`src/rtl/write_back_retire_buffer_pkg.sv`:
```
// rtl/write_back_retire_buffer_pkg.sv - opcode and funct3 encodings shared by the retire buffer
package write_back_retire_buffer_pkg;

    localparam int OPCODE_WIDTH = 7;

    localparam logic [OPCODE_WIDTH-1:0] OPCODE_LOAD = 7'b0000011;
    localparam logic [OPCODE_WIDTH-1:0] OPCODE_JAL  = 7'b1101111;
    localparam logic [OPCODE_WIDTH-1:0] OPCODE_JALR = 7'b1100111;

    localparam logic [2:0] F3_LB  = 3'b000;
    localparam logic [2:0] F3_LH  = 3'b001;
    localparam logic [2:0] F3_LW  = 3'b010;
    localparam logic [2:0] F3_LBU = 3'b100;
    localparam logic [2:0] F3_LHU = 3'b101;

endpackage

```
`src/rtl/write_back_retire_buffer_load_extend.sv`:
```
// rtl/write_back_retire_buffer_load_extend.sv - sign/zero extension of load data by funct3
module write_back_retire_buffer_load_extend
    import write_back_retire_buffer_pkg::*;
#(
    parameter int DWIDTH      = 32,
    parameter int FUNCT_WIDTH = 3
) (
    input  logic [FUNCT_WIDTH-1:0] funct3,
    input  logic [DWIDTH-1:0]      load_data,
    input  logic                   is_load,
    output logic [DWIDTH-1:0]      ext_data
);

    // Output is held at zero for non-loads so the top can select without extra gating.
    always_comb begin
        ext_data = '0;
        if (is_load) begin
            case (funct3[2:0])
                F3_LB:   ext_data = {{(DWIDTH-8){load_data[7]}}, load_data[7:0]};
                F3_LH:   ext_data = {{(DWIDTH-16){load_data[15]}}, load_data[15:0]};
                F3_LW:   ext_data = load_data;
                F3_LBU:  ext_data = {{(DWIDTH-8){1'b0}}, load_data[7:0]};
                F3_LHU:  ext_data = {{(DWIDTH-16){1'b0}}, load_data[15:0]};
                default: ext_data = load_data;
            endcase
        end
    end

endmodule

```
`src/rtl/write_back_retire_buffer.sv`:
```
// rtl/write_back_retire_buffer.sv - in-order retire queue between MEM and the register file
module write_back_retire_buffer
    import write_back_retire_buffer_pkg::*;
#(
    parameter int DWIDTH      = 32,
    parameter int AWIDTH      = 5,
    parameter int PC_WIDTH    = 32,
    parameter int FUNCT_WIDTH = 3,
    parameter int DEPTH       = 4
) (
    input  logic                      rb_clk,
    input  logic                      rb_rst,
    input  logic                      rb_i_valid,
    output logic                      rb_o_ready,
    input  logic [OPCODE_WIDTH-1:0]   rb_i_opcode,
    input  logic [FUNCT_WIDTH-1:0]    rb_i_funct3,
    input  logic                      rb_i_we_rd,
    input  logic [AWIDTH-1:0]         rb_i_rd_addr,
    input  logic [DWIDTH-1:0]         rb_i_rd_data,
    input  logic [DWIDTH-1:0]         rb_i_load_data,
    input  logic [PC_WIDTH-1:0]       rb_i_pc,
    input  logic                      rb_i_change_pc,
    input  logic                      rb_i_flush,
    input  logic                      rb_i_rf_ready,
    output logic                      rb_o_valid,
    output logic                      rb_o_we_rd,
    output logic [AWIDTH-1:0]         rb_o_rd_addr,
    output logic [DWIDTH-1:0]         rb_o_rd_data,
    output logic [PC_WIDTH-1:0]       rb_o_pc,
    output logic                      rb_o_change_pc,
    output logic                      rb_o_stall,
    output logic [$clog2(DEPTH):0]    rb_o_count,
    input  logic [AWIDTH-1:0]         rb_i_fwd_addr,
    output logic                      rb_o_fwd_hit,
    output logic [DWIDTH-1:0]         rb_o_fwd_data
);

    localparam int PW = $clog2(DEPTH);
    localparam int CW = PW + 1;

    logic [DEPTH-1:0]    ent_valid;
    logic [DEPTH-1:0]    ent_we;
    logic [DEPTH-1:0]    ent_chg;
    logic [AWIDTH-1:0]   ent_addr [DEPTH];
    logic [DWIDTH-1:0]   ent_data [DEPTH];
    logic [PC_WIDTH-1:0] ent_pc   [DEPTH];

    logic [PW-1:0] rd_ptr;
    logic [PW-1:0] wr_ptr;
    logic [CW-1:0] count;

    logic              is_load;
    logic [DWIDTH-1:0] ext_data;
    logic [DWIDTH-1:0] fmt_data;
    logic              fmt_we;
    logic              head_valid;
    logic              enq;
    logic              deq;

    assign is_load = (rb_i_opcode == OPCODE_LOAD);

    write_back_retire_buffer_load_extend #(
        .DWIDTH      (DWIDTH),
        .FUNCT_WIDTH (FUNCT_WIDTH)
    ) u_load_extend (
        .funct3    (rb_i_funct3),
        .load_data (rb_i_load_data),
        .is_load   (is_load),
        .ext_data  (ext_data)
    );

    assign fmt_data = is_load ? ext_data : rb_i_rd_data;
    assign fmt_we   = rb_i_we_rd && (rb_i_rd_addr != '0);

    // A full queue refuses new work even if the head retires this cycle.
    assign rb_o_ready = (count < CW'(DEPTH));
    assign rb_o_stall = ~rb_o_ready;
    assign head_valid = ent_valid[rd_ptr];
    assign enq        = rb_i_valid && rb_o_ready && !rb_i_flush;
    assign deq        = head_valid && rb_i_rf_ready && !rb_i_flush;

    always_ff @(posedge rb_clk or negedge rb_rst) begin
        if (!rb_rst) begin
            rd_ptr    <= '0;
            wr_ptr    <= '0;
            count     <= '0;
            ent_valid <= '0;
            ent_we    <= '0;
            ent_chg   <= '0;
            for (int i = 0; i < DEPTH; i++) begin
                ent_addr[i] <= '0;
                ent_data[i] <= '0;
                ent_pc[i]   <= '0;
            end
        end else if (rb_i_flush) begin
            rd_ptr    <= '0;
            wr_ptr    <= '0;
            count     <= '0;
            ent_valid <= '0;
        end else begin
            if (enq) begin
                ent_valid[wr_ptr] <= 1'b1;
                ent_we[wr_ptr]    <= fmt_we;
                ent_chg[wr_ptr]   <= rb_i_change_pc;
                ent_addr[wr_ptr]  <= rb_i_rd_addr;
                ent_data[wr_ptr]  <= fmt_data;
                ent_pc[wr_ptr]    <= rb_i_pc;
                wr_ptr            <= wr_ptr + PW'(1);
            end
            if (deq) begin
                ent_valid[rd_ptr] <= 1'b0;
                rd_ptr            <= rd_ptr + PW'(1);
            end
            case ({enq, deq})
                2'b10:   count <= count + CW'(1);
                2'b01:   count <= count - CW'(1);
                default: count <= count;
            endcase
        end
    end

    assign rb_o_valid     = head_valid;
    assign rb_o_we_rd     = head_valid & ent_we[rd_ptr];
    assign rb_o_change_pc = head_valid & ent_chg[rd_ptr];
    assign rb_o_rd_addr   = head_valid ? ent_addr[rd_ptr] : '0;
    assign rb_o_rd_data   = head_valid ? ent_data[rd_ptr] : '0;
    assign rb_o_pc        = head_valid ? ent_pc[rd_ptr]   : '0;
    assign rb_o_count     = count;

    // Walk from oldest to youngest so a later match overrides an earlier one.
    logic [PW-1:0] idx;
    always_comb begin
        rb_o_fwd_hit  = 1'b0;
        rb_o_fwd_data = '0;
        idx           = '0;
        for (int k = 0; k < DEPTH; k++) begin
            idx = rd_ptr + PW'(k);
            if ((CW'(k) < count) && ent_valid[idx] && ent_we[idx] &&
                (ent_addr[idx] == rb_i_fwd_addr) && (rb_i_fwd_addr != '0)) begin
                rb_o_fwd_hit  = 1'b1;
                rb_o_fwd_data = ent_data[idx];
            end
        end
    end

endmodule

```
`config.mk`:
```
export PLATFORM = sky130hd
export DESIGN_NAME = write_back_retire_buffer
export DESIGN_NICKNAME = d
export VERILOG_FILES = /design/src/rtl/write_back_retire_buffer_pkg.sv /design/src/rtl/write_back_retire_buffer_load_extend.sv /design/src/rtl/write_back_retire_buffer.sv
export SDC_FILE = /design/constraint.sdc
export NUM_CORES = 1
export LEC_CHECK = 0
export CORE_ASPECT_RATIO = 1.4
export CORE_MARGIN = 8
export CORE_UTILIZATION = 50
export DETAILED_ROUTE_END_ITERATION = 10
export PLACE_DENSITY = 0.85
export SLEW_MARGIN = 0
export SYNTH_ARGS = -nofsm -noshare
export SYNTH_HDL_FRONTEND = slang
export SYNTH_HIERARCHICAL = 1
export SYNTH_SLANG_ARGS = --single-unit
```
`constraint.sdc`:
```
create_clock -name rb_clk -period 4.4 [get_ports rb_clk]
set_clock_uncertainty 0.15 [all_clocks]
set_input_delay 0.66 -clock rb_clk [delete_from_list [all_inputs] [get_ports rb_clk]]
set_output_delay 0.66 -clock rb_clk [all_outputs]
set_load 0.01 [all_outputs]
```
### Word-level counts from Yosys, hierarchy flattened

Cells that the tools add are included.

* register bits after elaboration: 295
* bits of input ports: 123
* output and inout bits: 110
* word-level logic and storage cells: 177

* add/sub/neg operators: 6
* order comparisons: 18
* equality and inequality tests: 10
* multiplexer cells: 81
* bitwise gates (word level): 12
* reductions and logical operators: 32

Operator list (count)
* 32-bit 2-to-1 mux: 18
* 32-bit binary-select mux with 2-bit select: 5
* 128-bit bitwise mux: 2
* 32-bit one-hot mux with 4 select lines: 1
* 32-bit demux with 2-bit select: 1
* 5-bit 2-to-1 mux: 10
* 5-bit binary-select mux with 2-bit select: 4
* 1-bit logical AND: 24
* 20-bit bitwise mux: 1
* 5-bit == test: 4
* 1-bit binary-select mux with 2-bit select: 9
* 4-bit 2-to-1 mux: 4
* 3-bit greater-or-equal comparator (second input constant): 5
* 2-bit by 3-bit < comparator with 1-bit output (second input constant): 5
* 1-bit 2-to-1 mux: 15
* 2-bit inverter with 3-bit output: 5
* 5-bit demux with 2-bit select: 1
* 5-bit nonzero test: 2
* 4-bit bitwise mux: 2
* 2-bit 2-to-1 mux: 4
* 7-bit by 2-bit == test with 1-bit output (second input constant): 1
* 3-bit == test (second input constant): 2
* 1-bit by 3-bit < comparator with 1-bit output (first input constant): 2
* 2-bit by 3-bit < comparator with 1-bit output (first input constant): 2
* 23 further kinds: 30

### Longest topological paths before layout

Gate-level depths: netlist (run 1).

* depth after elaboration: 11
* mapped depth: 15
* depth with buffers taken out: 8

### Cells and area by module

The synthesis (run 1) kept the hierarchy.

Modules (own cells, without submodules)
* write_back_retire_buffer: times used 1, cells an instance 1867, area each 17920.9 µm², sequential area each 7382.1 µm²
* write_back_retire_buffer_load_extend: times used 1, cells an instance 69, area each 437.9 µm², sequential area each 0.0 µm²

### Worst setup path after synthesis (run 1)

No wires, ideal clock.

* path type: reg-to-output
* start: reg rd_ptr[1]
* end: out rb_o_fwd_data[10]
* data arrival time: 3.714 ns
* required time: 3.590 ns
* path slack: -0.124 ns
* stages on the path, launching flop included: 16
* cell sequence: dfrtp_1 -> buf_2 -> buf_2 -> inv_1 -> clkbuf_1 -> clkbuf_1 -> ha_1 -> buf_2 -> buf_2 -> mux4_2 -> xnor2_1 -> o2111ai_1 -> nor3_2 -> buf_2 -> mux2_2 -> o21ai_2

* word-level cells in the longest chain between the ends: 11
* elaborated cells between the ends (all ways): 71
* classes of those cells: add/sub (3); eq/ne (4); mux (44); bitwise (4); reduce/logical (16)

Ends and longest elaborated chain
* from (decl): RTL line write_back_retire_buffer.sv:48 `logic [PW-1:0] rd_ptr;`
* from (signal assigned): RTL line write_back_retire_buffer.sv:112 `rd_ptr <= rd_ptr + PW'(1);`
* 2-bit by 1-bit adder with 2-bit output / 2-bit inverter with 3-bit output (equally long branches): RTL line write_back_retire_buffer.sv:137, write_back_retire_buffer.sv:139, write_back_retire_buffer.sv:141
* 2-bit inverter with 3-bit output (not written as such) / 5-bit binary-select mux with 2-bit select (equally long branches): RTL line write_back_retire_buffer.sv:139, write_back_retire_buffer.sv:141
* 5-bit binary-select mux with 2-bit select / 5-bit 2-to-1 mux (equally long branches): RTL line write_back_retire_buffer.sv:139 `(ent_addr[idx] == rb_i_fwd_addr) && (rb_i_fwd_addr != '0)) begin`
* 5-bit 2-to-1 mux (not written as such): RTL line write_back_retire_buffer.sv:139
* 5-bit 2-to-1 mux (not written as such) / 5-bit == test (equally long branches): RTL line write_back_retire_buffer.sv:139
* 5-bit == test / 1-bit logical AND (equally long branches): RTL line write_back_retire_buffer.sv:139, write_back_retire_buffer.sv:138
* 1-bit logical AND (on tied branches): RTL line write_back_retire_buffer.sv:138, write_back_retire_buffer.sv:139
* 1-bit logical AND / 32-bit 2-to-1 mux (equally long branches): RTL line write_back_retire_buffer.sv:139, write_back_retire_buffer.sv:138
* 32-bit 2-to-1 mux (2 in a row): RTL line write_back_retire_buffer.sv:138 `if ((CW'(k) < count) && ent_valid[idx] && ent_we[idx] &&`
* 32-bit 2-to-1 mux *: RTL line write_back_retire_buffer.sv:138
* to (decl): RTL line write_back_retire_buffer.sv:35 `output logic [DWIDTH-1:0] rb_o_fwd_data`

Mark *: on every way between the ends. The rest lies on a longest branch, timed or not. The select of a mux whose other input is x is not followed.

### Worst setup path in the final report (run 1)

* start: reg rd_ptr[0]
* end: out rb_o_fwd_data[0]

Same word-level chain as after synthesis.

==> metrics.yaml, run 1 <==
run_status:
  status: "finished clean"
placed_design:
  pre_cts_slack_ps: 102
  port_buffers: 232
  dp_hpwl_um: 35300
  gp_congestion: 0.908
layout:
  nets: 2240
  regArea_um2: 7390
  layout_common_cells: "nand2_1 (506), dfrtp_1 (293), nor2_1 (199)"
  multi_input_comb_area_um2: 10400
  drive_gt1_share_pct: 18.8
  area_growth_pct: 23.2
  nFillCells: 2843
  mostFrequentLayoutCell: "nand2_1"
sta:
  relSlewSlack_pct: 34.2
  fin_crit_sh_pct: 100
  setup_ws_ps: 0.289
  finalHoldViolCount: 0
  tightest_slew_ps: 987
  rsz0062_at_grt: "yes"
  drv_slew: 0
  setup_viol: 0
  fin_crit_ps: 4400
  fmax_mhz: 227
worst_setup_path:
  crit_path_start_kind: "flop"
  slowest_delay_ps: 520
  critPathArrivalTime_ps: 3590
  path_cells: "inv_2, ha_4, mux4_2, xnor2_1, o2111ai_2, nor3_4, buf_12, clkbuf_16, mux2i_2, o21ai_1, dlygate4sd2_1"
  cpMaxStageDelayCell: "mux4_2"
  worst-path-buf-inv: 4
  worstPathMaxFanout: 8
  critPathLaunch: "rd_ptr[0]$_DFFE_PN0P_"
  timing.rr.start: "rd_ptr[1]$_DFFE_PN0P_"
  critPathKind: "reg -> out"
  crit_required_ps: 3590
  critPathTopFamily: "multiplexers"
  end_kind: "output pin"
global_route:
  grt_pass1_vias: 16500
  grt_pass1_wl_um: 86900
  antenna_found_initial: 3
  grt_max_degree: 115
  overflow: 0
  track_usage_pct: 24.8
synthesis:
  syn_inst: 1936
  synth.top_cell.area_share_pct: 40.2
  yosysSeqAreaShare_pct: 40.2
  yosysTopAreaCell: "dfrtp_1"
  async_flop_share_pct: 100
  ys_top_cells_by_area: "dfrtp_1 (40%), mux4_2 (14%), nand2_1 (10%), mux2i_1 (5.6%), nor2_1 (4.1%)"
  synth_nets: 2069
  postSynth.topFlopCell: "dfrtp_1"
  yosysWarningCount: 6
  ys_types: 51
  synth_seq_cells: 295
  synth_area_per_cell_um2: 9.48
  synth-edff-count: 0
  synth_area_um2: 18400
clock_tree:
  cts_made_buffers: 29
  cts_tree: "done"
  clock_path_buffers: 3
  h-tree-depth: 1
  insertion_delay_ps: 550
  cts_root_buffer: "clkbuf_16"
  clock-sinks: 295
  path_clk_slew_ps: 70
die:
  ios: 233
  rows: 83
  core_area_um2: 36500
  start_util_pct: 50.4
  dieArea_um2: 43200
  die_w_um: 178
  dieHeight_um: 243
flow_run:
  maxCapViolations: 0
routing:
  drt_iter0_markers: 1618
  wire_per_inst_um: 21.5
  ant_nets: 0
  vias_per_cell: 6.13
  dr_total_vias: 15900
  wl_um: 55800
  drc: 0
  drt-pass1-iter-count: 8
power:
  p_per_area_nw_per_um2: 515
  ir_drop_mv: 0.325
  total_power_w: 0.0116
  leakage_nw: 9.48
worst_hold_path:
  min_path_type: "reg -> reg"
  min_from: "ent_pc[123]$_DFFE_PN0P_"
==> worst min-delay path, delay by kind of cell (launching register included) <==
family	cells	cell delay [ps]
DFF	1	340
and+or+nand+nor	2	100
==> stage by stage <==
step | std cells | TNS [ps] | hold slack, ps | utilization (%) | instance area [um^2]
floorplan | 1936 | 0 | 214 | - | 18400
global placement | 2521 | 0 | 302 | 58.0 | 21100
detailed placement | 2521 | 0 | 310 | 58.0 | 21100
CTS | 2588 | 0 | 327 | 61.7 | 22500
global route | 2596 | -1790 | 342 | 62.0 | 22600
finish | 2597 | 0 | 323 | 62.0 | 22600
==> cell usage after synthesis (5+ instances only) <==
cell type and n:
buf_4 5, nand3_1 24, mux4_2 114, dfrtp_1 295, mux2i_1 103, a21oi_1 143
buf_1 5, a2111oi_0 31, buf_2 42, mux2_2 64, inv_1 40, buf_6 6
nor2_1 199, ha_1 10, nand2_1 506, clkbuf_1 105, nor3b_1 17, o2111ai_1 14
xor2_1 6, a21boi_2 8, nand4b_1 17, o21ai_2 27, o21ai_0 25, o21ai_1 24
xnor2_1 18, and2_1 52
==> state kept, by name (all words and copies together), names as in the netlist <==
signal	count
ent_addr	20
rd_ptr	2
ent_valid	4
ent_data	128
ent_we	4
ent_pc	128
wr_ptr	2
ent_chg	4
rb_o_count	3
==> logic make-up after synthesis <==
| kind of cell | after synthesis | share of synthesized area (%) |
|---|---|---|
| muxes | 286 | 24.2 |
| xor gates and xnor gates | 24 | 1.14 |
| buffers and inverters | 204 | 4.89 |
| adders and majority gates | 10 | 0.682 |
| DFF | 295 | 40.2 |
| and+or+nand+nor | 837 | 19.4 |
| AOI/OAI and AO/OA | 280 | 9.53 |
==> report_power, final <==
group	leakage [nW]	total [W]	switching, W	internal [W]
Clock	0.484	0.00257	0.00105	0.00152
Sequential	3.66	0.00469	0.000912	0.00378
Combinational	5.34	0.00438	0.00212	0.00226
Total	9.48	0.0116	0.00408	0.00756
==> worst paths after layout <==
path                                             end  depth (start not counted)  slack (ps)
setup / recovery                    rb_o_fwd_data[0]                         11         0.3
hold / removal               ent_pc[123]$_DFFE_PN0P_                          2         320
setup reg to reg           rb_o_count[0]$_DFFE_PN0P_                         10        1370
hold reg to reg              ent_pc[123]$_DFFE_PN0P_                          2         320
max in group asynchronous    ent_pc[113]$_DFFE_PN0P_                          3        2540
min in group asynchronous   ent_data[52]$_DFFE_PN0P_                          2         510
==> per-layer routing <==
layer	vias to the layer above	GRT usage (%)	wire [um]
li1	7065	-	-
met1	7782	28.2	19700
met2	920	43.6	28600
met3	156	4.75	5030
met4	2	12.3	2450
met5	-	0	13
==> layout make-up <==
cell class	instances	share of cell area [%]
clock inverters	10	0.592
repair buffers	304	13.9
flip-flops and latches	295	32.7
clock buffers	42	3.78
well taps	467	2.58
inverters	40	0.664
diodes	2	0.0221
multi-input cells	1437	45.8
==> timing repair <==
action / 4_1_cts / 5_1_grt
gates resized for setup: 98 / 95
pin swaps: 5 / 14
hold buffers: 1 / 0
cloned: 4 / 3
endpoints found under the setup margin: 33 / 33
buffers inserted: 10 / 4
endpoints found under the hold margin: 80 / 0
Note: power is estimated with default switching activity, not from simulation.
==> run 2, diff against run 1 <==
- SKIP_LAST_GASP: not set -> 1
==> metrics.yaml, run 2 (same netlist as run 1, synthesis figures left out) <==
run_status:
  status: "finished clean"
worst_setup_path:
  worst-path-buf-inv: 4  # unchanged
  critPathTopFamily: "multiplexers"
  end_kind: "output pin"
  critPathKind: "reg -> out"
  timing.rr.start: "rd_ptr[1]$_DFFE_PN0P_"
  crit_path_start_kind: "flop"
  cpMaxStageDelayCell: "mux4_2"
  critPathLaunch: "rd_ptr[0]$_DFFE_PN0P_"
  worstPathMaxFanout: 8  # unchanged
  critPathArrivalTime_ps: 3590  # about the same
  crit_required_ps: 3590  # about the same
  slowest_delay_ps: 520  # about the same
  path_cells: "inv_2, ha_4, mux4_2, xnor2_1, o2111ai_2, nor3_4, buf_12, clkbuf_16, mux2i_2, o21ai_1, dlygate4sd2_1"
die:
  dieArea_um2: 43200  # unchanged
  core_area_um2: 36500  # unchanged
  rows: 83  # unchanged
  start_util_pct: 50.4  # unchanged
  dieHeight_um: 243  # unchanged
  ios: 233  # unchanged
  die_w_um: 178  # unchanged
clock_tree:
  clock-sinks: 295  # unchanged
  cts_tree: "done"
  cts_root_buffer: "clkbuf_16"
  path_clk_slew_ps: 70  # about the same
  clock_path_buffers: 3  # unchanged
  h-tree-depth: 1  # unchanged
  cts_made_buffers: 29  # unchanged
  insertion_delay_ps: 550  # about the same
sta:
  fmax_mhz: 227  # about the same
  tightest_slew_ps: 988  # +0.573 ps
  relSlewSlack_pct: 34.2  # -0.038 points
  fin_crit_sh_pct: 99.9  # about the same
  rsz0062_at_grt: "yes"
  drv_slew: 0  # unchanged
  timing.hold.ws_ps: 323  # -0.0790 ps
  fin_crit_ps: 4400  # -3.63 ps
  finalHoldViolCount: 0  # unchanged
  setup_viol: 0  # unchanged
flow_run:
  maxCapViolations: 0  # unchanged
power:
  total_power_w: 0.0116  # about the same
  leakage_nw: 9.43  # -0.54%
  p_per_area_nw_per_um2: 515  # about the same
  ir_drop_mv: 0.322  # -1.1%
layout:
  drive_gt1_share_pct: 18.8  # unchanged
  multi_input_comb_area_um2: 10300  # -0.33%
  layout_common_cells: "nand2_1 (506), dfrtp_1 (293), nor2_1 (199)"
  mostFrequentLayoutCell: "nand2_1"
  nets: 2240  # unchanged
  top_regs: "ent_data: 128 flops, ent_pc: 128 flops, ent_addr: 20 flops"
  regArea_um2: 7390  # unchanged
  nFillCells: 2855  # +0.42%
  design_area_um2: 22600  # -0.15%
  area_growth_pct: 23.0
routing:
  dr_total_vias: 16000  # +0.26%
  drc: 0  # unchanged
  ant_nets: 0  # unchanged
  drt_iter0_markers: 1618  # unchanged
  drt-pass1-iter-count: 6  # -2
  wl_um: 55800  # about the same
  wire_per_inst_um: 21.5  # about the same
  vias_per_cell: 6.15  # +0.26%
worst_hold_path:
  min_path_type: "reg -> reg"
  min_from: "ent_pc[123]$_DFFE_PN0P_"
global_route:
  grt_max_degree: 115  # unchanged
  overflow: 0  # unchanged
  grt_pass1_wl_um: 86900  # unchanged
  antenna_found_initial: 3  # unchanged
  track_usage_pct: 24.8  # unchanged
  grt_pass1_vias: 16500  # unchanged
placed_design:
  gp_congestion: 0.908  # unchanged
  place_area_um2: 21100  # unchanged
  dp_hpwl_um: 35300  # unchanged
  port_buffers: 232  # unchanged
[run 2: cell count changes in the layout (fill, tap and decap cells not counted)]
cell / delta
buf_2: -1
clkbuf_2: +1
mux2_2: +9
mux2_4: -9
[run 2: tightest hold or removal path, cell delays in order, from the launching register on]
cell     delay [ps]
dfrtp_1         340
nand2_1          50
nand2_1          50
[run 2: path summary, 6_finish.rpt]
path                                        endpoint  slack [ps]  cells past startpoint
hold / removal               ent_pc[123]$_DFFE_PN0P_         320                      2
hold reg to reg              ent_pc[123]$_DFFE_PN0P_         320                      2
min in group asynchronous   ent_data[12]$_DFFE_PN0P_         530                      2
setup reg to reg           rb_o_count[0]$_DFFE_PN0P_        1360                     10
max in group asynchronous    ent_pc[118]$_DFFE_PN0P_        2540                      3
setup / recovery                    rb_o_fwd_data[0]           4                     11
[run 2: what timing repair did]
| action | in CTS | in global routing |
|---|---|---|
| endpoints found under the setup margin | 33 | 33 |
| pin swaps | 5 | 14 |
| endpoints found under the hold margin | 80 | 0 |
| hold buffers | 1 | 0 |
| gates cloned | 4 | 3 |
| gates resized for setup | 98 | 85 |
| setup buffers | 10 | 4 |
[run 2: report_power, final]
group          total (W)  switching [W]  leakage (nW)  internal (W)
clock            0.00256        0.00104         0.484       0.00152
sequential       0.00469       0.000912          3.66       0.00378
combinational    0.00438        0.00212          5.29       0.00226
[run 2: layer usage]
metal / track usage [%] / vias to the layer above / share of wire [%]
met4: 12.3 / 2 / 4.4
li1: - / 7062 / -
met3: 4.75 / 166 / 8.9
met5: 0 / - / 0.023
met1: 28.2 / 7863 / 36
met2: 43.6 / 873 / 51
[run 2: cell type report]
type	count	share of cell area, %
sequential	295	32.7
timing repair buffer	304	13.9
inverter	40	0.665
clock inverter	10	0.593
clock buffer	42	3.78
antenna	2	0.0222
tap	467	2.59
multi-input combinational	1437	45.7
[run 2: per-stage QoR]
step           instances  TNS (ps)  worst slack, ps  utilization [%]
2_1_floorplan       1936         0             3.56                -
3_3_place_gp        2521         0             81.6             58.0
3_5_place_dp        2521         0              102             58.0
4_1_cts             2588         0            0.361             61.7
5_1_grt             2596     -2010             -129             61.9
6_report            2597         0             3.92             61.9
